## src/rtl/led_blink_pkg.sv

```systemverilog
// Shared definitions for the LED blink generator / decoder pair:
// rate code type and constants, default half-period timing, decoder FSM states.
package led_blink_pkg;

  // 2-bit switch code; bit 1 maps to switch 1, bit 0 to switch 2
  typedef logic [1:0] rate_code_t;

  localparam rate_code_t CODE_100HZ = 2'b00;
  localparam rate_code_t CODE_50HZ  = 2'b01;
  localparam rate_code_t CODE_10HZ  = 2'b10;
  localparam rate_code_t CODE_1HZ   = 2'b11;

  // Half-periods in clocks of a 25 kHz system clock
  localparam int DEF_HALF_100HZ = 125;
  localparam int DEF_HALF_50HZ  = 250;
  localparam int DEF_HALF_10HZ  = 1250;
  localparam int DEF_HALF_1HZ   = 12500;

  // Decoder defaults
  localparam int DEF_TOL       = 4;
  localparam int DEF_TIMEOUT   = 25000;
  localparam int DEF_CNT_WIDTH = 16;

  typedef enum logic [1:0] {
    ST_IDLE    = 2'd0,
    ST_MEASURE = 2'd1,
    ST_CONFIRM = 2'd2,
    ST_LOCKED  = 2'd3
  } state_t;

  // Result of classifying one measured interval
  typedef struct packed {
    logic       hit;
    rate_code_t code;
  } rate_class_t;

endpackage

```

## src/rtl/led_edge_sync.sv

```systemverilog
// Brings the asynchronous LED line into the clock domain and flags every
// transition (rising or falling) as a one-cycle o_edge pulse.
// Build option: LED_BLINK_DECODE_GLITCH_FILTER_EN inserts a 3-sample majority
// filter after the synchronizer, suppressing single-cycle glitches at the cost
// of two extra clocks of latency.
module led_edge_sync (
  input  logic i_clock,
  input  logic i_reset_n,
  input  logic i_led,
  output logic o_edge
);

  logic sync_1;
  logic sync_2;
  logic line;
  logic line_prev;

  // Two-flop synchronizer for the asynchronous pin
  // NOTE: sequential state uses <= so every flop samples pre-edge values; with =
  // sync_2 would see the new sync_1 in the same clock and the chain collapses.
  always_ff @(posedge i_clock or negedge i_reset_n) begin
    if (!i_reset_n) begin
      sync_1 <= 1'b0;
      sync_2 <= 1'b0;
    end else begin
      sync_1 <= i_led;
      sync_2 <= sync_1;
    end
  end

`ifdef LED_BLINK_DECODE_GLITCH_FILTER_EN
  logic hist_1;
  logic hist_2;
  logic filt;

  // Majority of the last three synchronized samples, registered
  always_ff @(posedge i_clock or negedge i_reset_n) begin
    if (!i_reset_n) begin
      hist_1 <= 1'b0;
      hist_2 <= 1'b0;
      filt   <= 1'b0;
    end else begin
      hist_1 <= sync_2;
      hist_2 <= hist_1;
      filt   <= (sync_2 & hist_1) | (sync_2 & hist_2) | (hist_1 & hist_2);
    end
  end

  assign line = filt;
`else
  assign line = sync_2;
`endif

  // Previous-value register for edge detection
  always_ff @(posedge i_clock or negedge i_reset_n) begin
    if (!i_reset_n) begin
      line_prev <= 1'b0;
    end else begin
      line_prev <= line;
    end
  end

  assign o_edge = line ^ line_prev;

endmodule

```

## src/rtl/led_blink_rate_decoder.sv

```systemverilog
// Recovers the 2-bit switch code from an LED blink line by timing the
// half-period between transitions. A code is reported (o_valid) only after two
// consecutive matching half-periods; o_stuck flags a line with no transitions
// for TIMEOUT clocks.
// Build option: LED_BLINK_DECODE_GLITCH_FILTER_EN (see led_edge_sync).
module led_blink_rate_decoder
  import led_blink_pkg::*;
#(
  parameter int CNT_WIDTH  = DEF_CNT_WIDTH,
  parameter int HALF_100HZ = DEF_HALF_100HZ,
  parameter int HALF_50HZ  = DEF_HALF_50HZ,
  parameter int HALF_10HZ  = DEF_HALF_10HZ,
  parameter int HALF_1HZ   = DEF_HALF_1HZ,
  parameter int TOL        = DEF_TOL,
  parameter int TIMEOUT    = DEF_TIMEOUT
) (
  input  logic i_clock,
  input  logic i_reset_n,
  input  logic i_led,
  output logic o_switch_1,
  output logic o_switch_2,
  output logic o_valid,
  output logic o_stuck
);

  // Match windows must be disjoint and ordered, the timeout must lie beyond
  // the slowest window, and the counter must be able to hold the timeout.
  if ((HALF_100HZ + TOL >= HALF_50HZ - TOL) ||
      (HALF_50HZ  + TOL >= HALF_10HZ - TOL) ||
      (HALF_10HZ  + TOL >= HALF_1HZ  - TOL) ||
      (TOL < 0)) begin : g_bad_windows
    $error("led_blink_rate_decoder: interval match windows overlap");
  end
  if ((TIMEOUT <= HALF_1HZ + TOL + 1) ||
      (longint'(TIMEOUT) >= (longint'(1) << CNT_WIDTH))) begin : g_bad_timeout
    $error("led_blink_rate_decoder: TIMEOUT out of range for windows or CNT_WIDTH");
  end

  localparam logic [CNT_WIDTH-1:0] CNT_ONE = CNT_WIDTH'(1);
  localparam logic [CNT_WIDTH-1:0] CNT_MAX = CNT_WIDTH'(TIMEOUT);
  localparam logic [CNT_WIDTH-1:0] CNT_PRE = CNT_WIDTH'(TIMEOUT - 1);

  logic                 edge_det;
  logic [CNT_WIDTH-1:0] cnt;
  logic                 timeout_hit;
  rate_class_t          cls;

  state_t               state;
  state_t               state_d;
  rate_code_t           cand;
  rate_code_t           cand_d;
  rate_code_t           sw_q;
  logic                 valid_d;
  logic                 sw_load;
  logic                 stuck_d;

  led_edge_sync u_edge_sync (
    .i_clock   (i_clock),
    .i_reset_n (i_reset_n),
    .i_led     (i_led),
    .o_edge    (edge_det)
  );

  // Interval counter: restarts at 1 on each edge, saturates at TIMEOUT
  always_ff @(posedge i_clock or negedge i_reset_n) begin
    if (!i_reset_n) begin
      cnt <= '0;
    end else if (edge_det) begin
      cnt <= CNT_ONE;
    end else if (cnt != CNT_MAX) begin
      cnt <= cnt + CNT_ONE;
    end
  end

  // An edge arriving on the same clock overrides the timeout
  assign timeout_hit = !edge_det && (cnt == CNT_PRE);

  function automatic logic near(input logic [CNT_WIDTH-1:0] n, input int half);
    int diff;
    diff = int'(n) - half;
    return (diff >= -TOL) && (diff <= TOL);
  endfunction

  // Classify the interval that ends at the current edge
  // NOTE: every combinational output gets a default first, so no path leaves
  // it unassigned and no latch is inferred.
  always_comb begin
    cls = '{hit: 1'b0, code: CODE_100HZ};
    if (near(cnt, HALF_100HZ)) begin
      cls = '{hit: 1'b1, code: CODE_100HZ};
    end else if (near(cnt, HALF_50HZ)) begin
      cls = '{hit: 1'b1, code: CODE_50HZ};
    end else if (near(cnt, HALF_10HZ)) begin
      cls = '{hit: 1'b1, code: CODE_10HZ};
    end else if (near(cnt, HALF_1HZ)) begin
      cls = '{hit: 1'b1, code: CODE_1HZ};
    end
  end

  // State, candidate and registered outputs
  always_ff @(posedge i_clock or negedge i_reset_n) begin
    if (!i_reset_n) begin
      state   <= ST_IDLE;
      cand    <= CODE_100HZ;
      sw_q    <= CODE_100HZ;
      o_valid <= 1'b0;
      o_stuck <= 1'b0;
    end else begin
      state   <= state_d;
      cand    <= cand_d;
      o_valid <= valid_d;
      o_stuck <= stuck_d;
      if (sw_load) begin
        sw_q <= cand_d;
      end
    end
  end

  // Next-state: a code must repeat on two consecutive intervals to lock
  always_comb begin
    state_d = state;
    cand_d  = cand;
    if (edge_det) begin
      unique case (state)
        ST_IDLE: begin
          state_d = ST_MEASURE;
        end
        ST_MEASURE: begin
          if (cls.hit) begin
            state_d = ST_CONFIRM;
            cand_d  = cls.code;
          end
        end
        ST_CONFIRM: begin
          if (!cls.hit) begin
            state_d = ST_MEASURE;
          end else if (cls.code == cand) begin
            state_d = ST_LOCKED;
          end else begin
            cand_d = cls.code;
          end
        end
        ST_LOCKED: begin
          if (!cls.hit) begin
            state_d = ST_MEASURE;
          end else if (cls.code != cand) begin
            state_d = ST_CONFIRM;
            cand_d  = cls.code;
          end
        end
        default: begin
          state_d = ST_IDLE;
        end
      endcase
    end else if (timeout_hit && (state != ST_IDLE)) begin
      state_d = ST_IDLE;
    end
  end

  // Output decode from the upcoming state
  always_comb begin
    valid_d = (state_d == ST_LOCKED);
    sw_load = (state_d == ST_LOCKED) && (state != ST_LOCKED);
    stuck_d = o_stuck;
    if (timeout_hit) begin
      stuck_d = 1'b1;
    end else if (edge_det) begin
      stuck_d = 1'b0;
    end
  end

  assign o_switch_1 = sw_q[1];
  assign o_switch_2 = sw_q[0];

endmodule
```

## config.mk

```make
export PLATFORM = sky130hd
export DESIGN_NAME = led_blink_rate_decoder
export DESIGN_NICKNAME = d
export VERILOG_FILES = /design/src/rtl/led_blink_pkg.sv /design/src/rtl/led_edge_sync.sv /design/src/rtl/led_blink_rate_decoder.sv
export SDC_FILE = /design/constraint.sdc
export NUM_CORES = 1
export LEC_CHECK = 0
export CELL_PAD_IN_SITES_DETAIL_PLACEMENT = 0
export CELL_PAD_IN_SITES_GLOBAL_PLACEMENT = 2
export CORE_MARGIN = 2
export CORE_UTILIZATION = 40
export CTS_BUF_LIST = sky130_fd_sc_hd__clkbuf_4 sky130_fd_sc_hd__clkbuf_8
export DETAILED_ROUTE_END_ITERATION = 7
export PLACE_DENSITY = 0.89
export SLEW_MARGIN = 20
export SYNTH_ARGS = -nofsm -noshare
export SYNTH_HDL_FRONTEND = slang
export SYNTH_SLANG_ARGS = --single-unit
```

## constraint.sdc

```tcl
create_clock -name i_clock -period 4.4 [get_ports i_clock]
set_clock_uncertainty 0.1 [all_clocks]
set_input_delay 0.88 -clock i_clock [delete_from_list [all_inputs] [get_ports i_clock]]
set_output_delay 0.88 -clock i_clock [all_outputs]
set_load 0.005 [all_outputs]
```

==> PnR_summary.wiki <==
{| class="wikitable"
! Metric !! Value
|-
| Run status || finished clean
|-
| PnR Total Power || 684 uW
|-
| Die width || 89.8 um
|-
| Data required time of the critical path || 4.48 ns
|-
| Post-layout util || 0.430
|-
| Wire length of the first global-routing pass || 13900 um
|-
| Total gr overflow || 0
|-
| Min cycle time layout || 3.76 ns
|-
| Layer with the highest usage || met2
|-
| Place WS || 0.713 ns
|-
| Final Wtd Congestion || 0.920
|-
| Bufs on Longest Clock Path || 2
|-
| Maximum achievable frequency || 0.266 GHz
|-
| Leading cell types by total area after synthesis || sky130_fd_sc_hd__dfrtp_1, sky130_fd_sc_hd__ha_1, sky130_fd_sc_hd__nor2_1
|-
| Dpl hpwl || 6180 um
|-
| Post-CTS setup buffers || 0
|-
| Non-filler cells in the finished layout || 452
|-
| Arrival time of the worst setup path || 3.84 ns
|-
| DR vias || 2770
|-
| Diodes inserted || 0
|-
| Adder-cell share of the synthesized area || 0.0467
|-
| Max-cap violations || 0
|-
| Die Height || 89.8 um
|-
| Initial antenna violation count || 0
|-
| Top post-synthesis cells by count || sky130_fd_sc_hd__nor2_1, sky130_fd_sc_hd__dfrtp_1, sky130_fd_sc_hd__nand2_1
|-
| GRT Util Overall || 0.211
|-
| Placement-stage cell area || 3040 um2
|-
| First-pass DRT Iterations || 5
|-
| Cell type contributing the most total cell area after synthesis || sky130_fd_sc_hd__dfrtp_1
|-
| Fraction of synthesized cell area taken by the top area cell type || 0.229
|-
| Number of max-slew violations in the final report || 0
|-
| Setup tns final || 0 ns
|-
| Remaining max-slew budget at the tightest pin || 0.387
|-
| Initial core utilization || 0.410
|-
| Area of the core || 7180 um2
|-
| Hold_buf cts || 0
|-
| Number of DRC violations after detailed routing || 0
|-
| Power density over cell area || 222 nW/um2
|-
| Unrepaired setup endpoints after global routing || no
|-
| Number of top-level design ports || 7
|-
| P_leak || 1.13 nW
|-
| Count of placed standard cells including taps || 448
|-
| Path type of the worst min-delay path || reg2reg
|-
| Final layout net count || 368
|-
| Critical path buffers and inverters || 1
|-
| CTS tree || yes
|-
| CP Cell Sequence || inv_1 > ha_1 > and2b_1 > o21bai_4 > a211o_1 > a211oi_1 > and4_2 > nor3_1 > a21oi_1 > mux2_1 > mux2_1
|-
| Pin count of the biggest net entering global routing || 28
|-
| Wire length per cell || 18.8 um
|-
| Post-synthesis cell area || 2940 um2
|-
| Part of the Yosys area used for sequential elements || 0.229
|-
| Dominant combinational cell family by area after synthesis || simple AND/OR/NAND/NOR gates
|-
| Syn Nets || 377
|-
| Die footprint || 8060 um2
|-
| Number of warnings reported in the yosys synthesis log || 0
|-
| Most numerous cell in the Yosys netlist || sky130_fd_sc_hd__nor2_1
|-
| Cell area after layout || 3090 um2
|-
| Critical path fanouts, max || 15
|-
| Cell family with most CP delay || compound AO/OA/AOI/OAI gates
|-
| Vias per inst || 6.13
|-
| Synthesized flop and latch total || 27
|-
| GR Layer Usage met2 || 0.349
|-
| CTS buffer count || 3
|-
| Antenna-violating nets left || 0
|-
| Simple-Gate Fraction of Synth Area || 0.350
|-
| Post-route fraction of the period consumed by the critical path || 0.853
|-
| Pin slew with the least headroom to its limit || 0.919 ns
|-
| Clock latency of the later-clocked register in the worst-skew pair || 0.29 ns
|-
| H-tree depth reported by CTS || 1
|-
| Site Rows || 31
|-
| Count of different cell masters after synthesis || 70
|-
| Count of routing violations after the opening detailed-route iteration || 200
|-
| Count of input and output buffers || 6
|-
| Finish-stage setup viols || 0
|-
| Critical setup path kind || reg2reg
|-
| Met1 capacity usage during global routing || 0.291
|-
| Delay of the slowest cell on the worst path || 0.70 ns
|-
| Slowest cell on the critical path || sky130_fd_sc_hd__dfrtp_1
|-
| Final Hold Slack || 0.274 ns
|-
| VDD IR-drop max || 0.0990 mV
|-
| Total number of clock tree sinks || 27
|-
| Total wire length after detailed routing || 8480 um
|-
| Endpoint class of the critical path || flop
|-
| Share of post-route cells with drive strength above 1 || 0.102
|-
| Area growth, synth to finish || 4.80%
|-
| Number of synthesized flops with an enable pin || 0
|-
| Most frequent CP cell || sky130_fd_sc_hd__mux2_1
|-
| Root Driver || sky130_fd_sc_hd__clkbuf_8
|-
| Final setup margin || 0.645 ns
|-
| Number of instances in the synthesized netlist || 363
|-
| Launching element type of the critical path || flop
|-
| Number of gates resized after CTS || 0
|-
| Mux contribution to synthesized area || 0.0183
|-
| Compound-gate portion of the synthesized area || 0.211
|-
| Synth async-reset ratio || 1.00
|-
| Clock transition at the registers of the reported paths || 0.10 ns
|-
| Met3 GRT Util || 0.0193
|-
| Most used flip-flop cell after synthesis || sky130_fd_sc_hd__dfrtp_1
|-
| Xor/xnor cell area share of the yosys netlist || 0.0803
|-
| Via count of the first global-routing pass || 2650
|-
| Final Hold Fails || 0
|-
| Mean post-synth cell area || 8.11 um2
|}
power by group:
part | switching [mW] | internal, mW | leakage (nW)
clock | 0.0891 | 0.0715 | 0.0262
combinational | 0.148 | 0.0956 | 0.748
sequential | 0.0242 | 0.256 | 0.360
logic make-up (layout without fill, tap and decap cells):
group / Yosys count / count (layout)
compound gates: 82 / 82
xor+xnor: 27 / 27
fa+ha+maj: 11 / 11
buf+inv: 38 / 28
flops: 27 / 27
mux: 5 / 5
simple gates: 173 / 173
worst reg2reg max path, delay by kind of cell, from the launching register on:
kind	cells	cell delay, ns
adder cells (fa/ha/maj)	1	0.34
flip-flops	1	0.70
AND/OR/NAND/NOR	3	0.77
multiplexers	2	0.66
AO/OA/AOI/OAI	4	0.85
buffers and inverters	1	0.23
layout by cell type (no fill, tap or decap), drive strengths merged, types with 4 or more instances in the layout:
cell type,synthesis,layout
and4,4,4
a211oi,5,5
nor3b,5,5
clkbuf,7,4
a21oi,22,22
nand3,12,12
nand2b,11,11
ha,11,11
o21ai,19,19
xnor2,14,14
dfrtp,27,27
nand4,9,9
xor2,13,13
nor2b,6,6
nor4,14,14
buf,22,10
inv,9,9
nor3,25,25
nand2,26,26
clkdlybuf4s50,0,5
nor2,34,34
or3,11,11
state kept, by name (all words and copies together) (netlist names):
signal / count
cand: 2
cnt: 16
o_stuck: 1
o_valid: 1
state: 2
sw_q: 2
u_edge_sync.line: 1
u_edge_sync.line_prev: 1
u_edge_sync.sync_1: 1
final cells by class:
cell class              count  area (um2)
inverters                   9        33.8
fillers                   734        4090
flip-flops and latches     27         676
clock buffers               4        48.8
well taps                  99         124
multi-input cells         298        2080
repair buffers             15         123
path summary, 6_finish.rpt:
path / endpoint / from / slack [ns] / cells after the start
worst min-delay path: u_edge_sync.line / u_edge_sync.sync_1 / 0.27 / 0
max in group asynchronous: cnt[14] / i_reset_n / 3.27 / 2
worst min register to register: u_edge_sync.line / u_edge_sync.sync_1 / 0.27 / 0
worst max-delay path: sw_q[1] / cnt[3] / 0.64 / 11
min in group asynchronous: state[0] / i_reset_n / 0.44 / 1
worst max register to register: sw_q[1] / cnt[3] / 0.64 / 11
metal layers:
metal	vias to the layer above	wire length (um)	share of wire
met5	-	0	0
met4	0	140	0.017
met3	18	443	0.052
met2	103	4080	0.48
met1	1333	3820	0.45
li1	1316	-	-
Power figures use the tool's default switching activity.
